[src/rtl/qproc_in_port_ctrl_pkg.sv]
// qproc_in_port_ctrl_pkg: shared limits, read mode and read response types for the input-port capture unit
package qproc_in_port_ctrl_pkg;

    localparam int IN_PORT_MAX = 16;
    localparam int DW_MAX      = 128;
    localparam int CNT_W_MAX   = 16;

    typedef enum logic {
        RD_SAMPLE = 1'b0,
        RD_POP    = 1'b1
    } rd_mode_t;

    // Sized for the widest legal configuration; the top slices it down to DW / FIFO_AW+1.
    typedef struct packed {
        logic [DW_MAX-1:0]    dt;
        logic                 vld;
        logic                 empty;
        logic                 err;
        logic [CNT_W_MAX-1:0] cnt;
    } rd_rsp_t;

endpackage

[src/rtl/qproc_in_fifo.sv]
// qproc_in_fifo: single-clock show-ahead FIFO with wrap-bit pointers; a pop frees room for a same-cycle push
module qproc_in_fifo #(
    parameter int DW      = 64,
    parameter int FIFO_AW = 3
) (
    input  logic             clk,
    input  logic             rst,
    input  logic             push,
    input  logic             pop,
    input  logic [DW-1:0]    din,
    output logic [DW-1:0]    dout,
    output logic             full,
    output logic             empty,
    output logic [FIFO_AW:0] cnt
);

    logic [DW-1:0]    mem [2**FIFO_AW];
    logic [FIFO_AW:0] wptr, rptr;
    logic             do_push, do_pop;

    assign cnt     = wptr - rptr;
    assign empty   = cnt == '0;
    assign full    = cnt == (FIFO_AW+1)'(2**FIFO_AW);
    assign do_pop  = pop & ~empty;
    assign do_push = push & (~full | do_pop);
    assign dout    = mem[rptr[FIFO_AW-1:0]];

    always_ff @(posedge clk) begin
        if (rst) begin
            wptr <= '0;
            rptr <= '0;
        end else begin
            wptr <= do_push ? wptr + (FIFO_AW+1)'(1) : wptr;
            rptr <= do_pop ? rptr + (FIFO_AW+1)'(1) : rptr;
        end
    end

    always_ff @(posedge clk) begin
        if (do_push) mem[wptr[FIFO_AW-1:0]] <= din;
    end

endmodule

[src/rtl/qproc_in_port_ctrl.sv]
// qproc_in_port_ctrl: per-port capture FIFOs, last-value registers and sticky flags with a one-cycle read port
module qproc_in_port_ctrl
    import qproc_in_port_ctrl_pkg::*;
#(
    parameter int IN_PORT_QTY = 4,
    parameter int DW          = 64,
    parameter int FIFO_AW     = 3,
    parameter int PA_W        = 4
) (
    input  logic                              c_clk_i,
    input  logic                              c_rst_i,
    input  logic [IN_PORT_QTY-1:0]            port_vld_i,
    input  logic [IN_PORT_QTY-1:0][DW-1:0]    port_dt_i,
    input  logic                              rd_req_i,
    input  logic [PA_W-1:0]                   rd_addr_i,
    input  logic                              rd_mode_i,
    input  logic                              clr_i,
    output logic [DW-1:0]                     rd_dt_o,
    output logic                              rd_vld_o,
    output logic                              rd_empty_o,
    output logic                              rd_err_o,
    output logic [FIFO_AW:0]                  rd_cnt_o,
    output logic [IN_PORT_QTY-1:0]            new_o,
    output logic [IN_PORT_QTY-1:0]            ovf_o,
    output logic                              any_new_o
);

    localparam int CW = FIFO_AW + 1;

    logic [IN_PORT_QTY-1:0][DW-1:0] last_dt, head;
    logic [IN_PORT_QTY-1:0][CW-1:0] cnt, cnt_nxt;
    logic [IN_PORT_QTY-1:0]         hit, pop, pop_ok, push_ok, full, empty, new_nxt, ovf_nxt;
    logic                           in_range;
    rd_mode_t                       mode;
    rd_rsp_t                        rsp, rsp_nxt;
    logic                           unused;

    assign in_range = 32'(rd_addr_i) < IN_PORT_QTY;
    assign mode     = rd_mode_t'(rd_mode_i);

    for (genvar p = 0; p < IN_PORT_QTY; p++) begin : g_port
        assign hit[p]     = rd_req_i && 32'(rd_addr_i) == p;
        assign pop[p]     = hit[p] && mode == RD_POP;
        assign pop_ok[p]  = pop[p] & ~empty[p];
        assign push_ok[p] = port_vld_i[p] & (~full[p] | pop_ok[p]);
        assign cnt_nxt[p] = cnt[p] + CW'(push_ok[p]) - CW'(pop_ok[p]);
        // Set wins over both a read of the port and clr_i.
        assign new_nxt[p] = port_vld_i[p] | (new_o[p] & ~clr_i & ~hit[p]);
        assign ovf_nxt[p] = (port_vld_i[p] & full[p] & ~pop_ok[p]) | (ovf_o[p] & ~clr_i);

        qproc_in_fifo #(
            .DW      (DW),
            .FIFO_AW (FIFO_AW)
        ) u_fifo (
            .clk   (c_clk_i),
            .rst   (c_rst_i),
            .push  (port_vld_i[p]),
            .pop   (pop[p]),
            .din   (port_dt_i[p]),
            .dout  (head[p]),
            .full  (full[p]),
            .empty (empty[p]),
            .cnt   (cnt[p])
        );
    end

    // dt and cnt hold between responses; out-of-range reads leave them zero.
    always_comb begin
        rsp_nxt       = rsp;
        rsp_nxt.vld   = rd_req_i;
        rsp_nxt.err   = rd_req_i & ~in_range;
        rsp_nxt.empty = 1'b0;
        rsp_nxt.dt    = rd_req_i ? '0 : rsp.dt;
        rsp_nxt.cnt   = rd_req_i ? '0 : rsp.cnt;
        for (int i = 0; i < IN_PORT_QTY; i++) begin
            if (hit[i]) begin
                rsp_nxt.dt    = DW_MAX'(pop[i] ? (empty[i] ? {DW{1'b0}} : head[i]) : last_dt[i]);
                rsp_nxt.empty = pop[i] & empty[i];
                rsp_nxt.cnt   = CNT_W_MAX'(cnt_nxt[i]);
            end
        end
    end

    always_ff @(posedge c_clk_i) begin
        if (c_rst_i) begin
            rsp       <= '0;
            last_dt   <= '0;
            new_o     <= '0;
            ovf_o     <= '0;
            any_new_o <= 1'b0;
        end else begin
            rsp       <= rsp_nxt;
            new_o     <= new_nxt;
            ovf_o     <= ovf_nxt;
            any_new_o <= |new_nxt;
            for (int i = 0; i < IN_PORT_QTY; i++) begin
                if (port_vld_i[i]) last_dt[i] <= port_dt_i[i];
            end
        end
    end

    assign rd_dt_o    = rsp.dt[DW-1:0];
    assign rd_vld_o   = rsp.vld;
    assign rd_empty_o = rsp.empty;
    assign rd_err_o   = rsp.err;
    assign rd_cnt_o   = rsp.cnt[CW-1:0];
    assign unused     = ^{rsp.dt, rsp.cnt};

endmodule
[config.mk]
export PLATFORM = sky130hd
export DESIGN_NAME = qproc_in_port_ctrl
export DESIGN_NICKNAME = d
export VERILOG_FILES = /design/src/rtl/qproc_in_port_ctrl_pkg.sv /design/src/rtl/qproc_in_fifo.sv /design/src/rtl/qproc_in_port_ctrl.sv
export SDC_FILE = /design/constraint.sdc
export NUM_CORES = 2
export LEC_CHECK = 0
export ABC_AREA = 1
export BUFFER_PORTS_ARGS = -buffer_cell sky130_fd_sc_hd__buf_2
export CORE_UTILIZATION = 30
export CTS_BUF_LIST = sky130_fd_sc_hd__clkbuf_2
export CTS_CLUSTER_DIAMETER = 30
export DETAILED_ROUTE_END_ITERATION = 12
export PLACE_DENSITY = 0.43
export SLEW_MARGIN = 15
export SYNTH_ARGS = -nofsm -noshare
export SYNTH_HDL_FRONTEND = slang
export SYNTH_SLANG_ARGS = --single-unit
[constraint.sdc]
create_clock -name c_clk_i -period 9.9 [get_ports c_clk_i]
set_clock_uncertainty 0.2 [all_clocks]
set_input_delay 1.98 -clock c_clk_i [delete_from_list [all_inputs] [get_ports c_clk_i]]
set_output_delay 1.98 -clock c_clk_i [all_outputs]
set_load 0.02 [all_outputs]
==> results.sh <==
export IMPL_status="completed"
export IMPL_cp_required_ns=11.33
export IMPL_gp_congestion=0.825
export IMPL_synth_nets=9741
export IMPL_worst_pin_slew_ns=1.18
export IMPL_core_area_sq_um=327000
export IMPL_cpMostUsedCell="nand2_1"
export IMPL_crit_path_start_kind="input pin"
export IMPL_placedInstanceArea_sq_um=105000
export IMPL_critPathSlowestCell="nor2_4"
export IMPL_grt_pass1_wl_um=507000
export IMPL_fp_dieH_um=576
export IMPL_syn_avg_cell_area_sq_um=10.5
export IMPL_grt_total_usage_pct=20.9
export IMPL_htree_levels=6
export IMPL_clock_sinks=2428
export IMPL_routed_wl_um=355000
export IMPL_cts_buffer_depth=4
export IMPL_power_density_nw_per_um2=182
export IMPL_initialDrtViolationCount=5988
export IMPL_io_pins=349
export IMPL_cap_violations=0
export IMPL_wl_per_cell_um=23.3
export IMPL_cp_end_kind="flip-flop"
export IMPL_viasPerCell=4.81
export IMPL_path_clk_slew_ns=0.08
export IMPL_drc=0
export IMPL_ys_seq_area_share_pct=69.9
export IMPL_post_route_cell_area_sq_um=115000
export IMPL_dieArea_sq_um=332000
export IMPL_ant_nets=0
export IMPL_path_cells="dlygate4sd3_1, buf_4, nand2_1, inv_2, nand4_4, buf_4, nor2_4, inv_2, nand2_1, nand2_1, inv_2, nand2_1, nor2_4, buf_4"
export IMPL_ir_drop_mv=0.0876
export IMPL_period_share_pct=57.4
export IMPL_post_cts_resized=0
export IMPL_achievable_frequency_mhz=176
export IMPL_portBuffers=348
export IMPL_rows=210
export IMPL_slew_headroom_pct=20.8
export IMPL_power_w=0.0209
export IMPL_syn_to_final_growth_pct=15.9
export IMPL_synth_area_sq_um=98800
export IMPL_setup_viol=0
export IMPL_drive_above_1_share_pct=16.0
export IMPL_clock_latency_ns=2.15
export IMPL_power_leakage_nw=43.3
export IMPL_numCtsBuffers=701
export IMPL_arrival_ns=7.11
export IMPL_antenna_found_initial=79
export IMPL_first_pass_iters=6
export IMPL_hold_path_class="reg -> reg"
export IMPL_cts_tree="done"
export IMPL_cp_max_fo=44
export IMPL_fin_ws_ns=4.22
export IMPL_vias=73400
export IMPL_dp_hpwl_um=208000
export IMPL_r2r_cells=16
export IMPL_grt_overflow=0
export IMPL_synth_seq_cells=2428
export IMPL_pre_cts_slack_ns=2.85
export IMPL_rsz0062_at_grt="false"
export IMPL_fin_crit_ns=5.68
export IMPL_ys_types=37
export IMPL_grt_max_degree=160
export IMPL_tns_ns=0
export IMPL_final_max_slew_violation_count=0
export IMPL_synth_cells=9422
export IMPL_grt_pass1_vias=71300
export IMPL_die_x_um=576
export IMPL_yosys_warnings=0
export IMPL_final_hold_violation_count=0
export IMPL_clockRootBuffer="clkbuf_2"
export IMPL_whs_path_depth=2
export IMPL_crit_type="in -> reg"
export IMPL_initial_core_util_pct=30.2
export IMPL_cpPeakStageDelay_ns=0.95
export IMPL_num_nets_final=10600
## power breakdown
part | switching, W | internal, W | leakage, nW
combinational | 0.00108 | 0.000400 | 16.5
sequential | 0.000139 | 0.0115 | 21.7
clock | 0.00457 | 0.00320 | 5.11
total | 0.00579 | 0.0151 | 43.3
## cells in the final DEF (no fill, tap or decap), drive strengths merged, types with 10 or more instances in the layout
cell         count
dlygate4sd3    263
a21oi          303
nand3         1134
dfxtp          380
clkinv         194
bufinv          11
clkinvlp        16
inv            136
nand4           10
o21ai          583
clkbuf        1056
diode           41
nor2           674
xnor2           13
edfxtp        2048
ha              42
nand2         3492
buf            475
## path summary, 6_finish.rpt
path | startpoint | to | slack, ns
worst min register to register | last_dt[19] | last_dt[19] | 0.26
worst max register to register | g_port[2].u_fifo.wptr[0] | g_port[2].u_fifo.mem[4][19] | 4.57
worst min-delay path | last_dt[19] | last_dt[19] | 0.26
worst max-delay path | rd_req_i | g_port[2].u_fifo.mem[4][19] | 4.22
## cell families (layout without fill, tap and decap cells)
group / after synthesis / count (layout) / share of synthesized area [%]
buffers and inverters: 705 / 2151 / 2.85
other: 0 / 41 / 0
adders and majority gates: 50 / 50 / 0.694
xor gates and xnor gates: 18 / 18 / 0.160
DFF: 2428 / 2428 / 69.9
and+or+nand+nor: 5318 / 5318 / 21.7
AOI/OAI and AO/OA: 903 / 903 / 4.62
## timing repair
item / in CTS / in global routing
setup buffers: 0 / 0
hold buffers: 263 / 0
endpoints found under the hold margin: 2328 / 0
## critical path: cells and delay by family
family | cells | cell delay [ns]
simple gates | 7 | 2.31
buf+inv | 7 | 2.74
## sequential cells by signal (all words and copies together), names as in the netlist, named ones only
signal              cells
last_dt               256
new_o                   4
ovf_o                   4
rd_vld_o                1
g_port.u_fifo.wptr     16
g_port.u_fifo.mem    2048
rd_empty_o              1
rd_dt_o                64
any_new_o               1
g_port.u_fifo.rptr     16
rd_err_o                1
rd_cnt_o                4
## through the flow
| stage | hold WS, ns | util (%) | cells |
|---|---|---|---|
| final | 0.261 | 35.0 | 15300 |
| after global routing | 0.184 | 35.0 | 15200 |
| after global placement | 0.244 | 32.1 | 13700 |
| after floorplan | 0.234 | - | 9422 |
| after CTS | 0.00434 | 34.9 | 15200 |
| after detailed placement | 0.247 | 32.1 | 13700 |
## layer usage
layer	global-route usage (%)	share of wire, %	up-vias
met5	0	0.11	-
met4	9.92	4.7	58
met3	4.07	6.3	663
met2	32.8	45	2362
met1	27.7	44	36000
li1	-	-	34400
## cells in the mapped netlist
cell	n	area, sq um
o21ai_0	392	1960
buf_6	3	33.8
and3_1	1	6.26
xor2_1	5	43.8
clkbuf_1	392	1470
o21ai_1	191	956
inv_2	16	60.1
o21ba_2	2	20.0
o21ba_1	1	10.0
a22o_1	1	8.76
edfxtp_1	2048	61500
nand4_1	7	43.8
o21a_1	1	7.51
a221oi_1	1	8.76
inv_1	103	387
a31oi_1	8	50.1
dfxtp_1	380	7610
nand4_4	1	21.3
buf_1	93	349
o22ai_1	1	6.26
nor2_1	668	2510
a21oi_1	303	1520
nand3_1	1134	5680
nand4_2	2	25.0
xnor2_1	13	114
nor2_2	1	6.26
nor2_4	5	56.3
a41oi_1	1	8.76
a211oi_1	1	7.51
buf_2	88	440
ha_1	42	526
clkinv_1	1	3.75
fa_1	8	160
nand2_1	3492	13100
nor4_1	1	6.26
nor3_1	6	30.0
buf_4	9	67.6
## final cells by class
type / count / area (sq um)
clock buffer: 1056 / 5290
clock inverter: 237 / 1450
sequential: 2428 / 69100
antenna: 41 / 103
multi-input combinational: 6289 / 27100
inverter: 120 / 510
timing repair buffer: 738 / 5490
tap: 4346 / 5440
fill: 33800 / 213000
No activity file was read; power rests on OpenSTA's default activity.
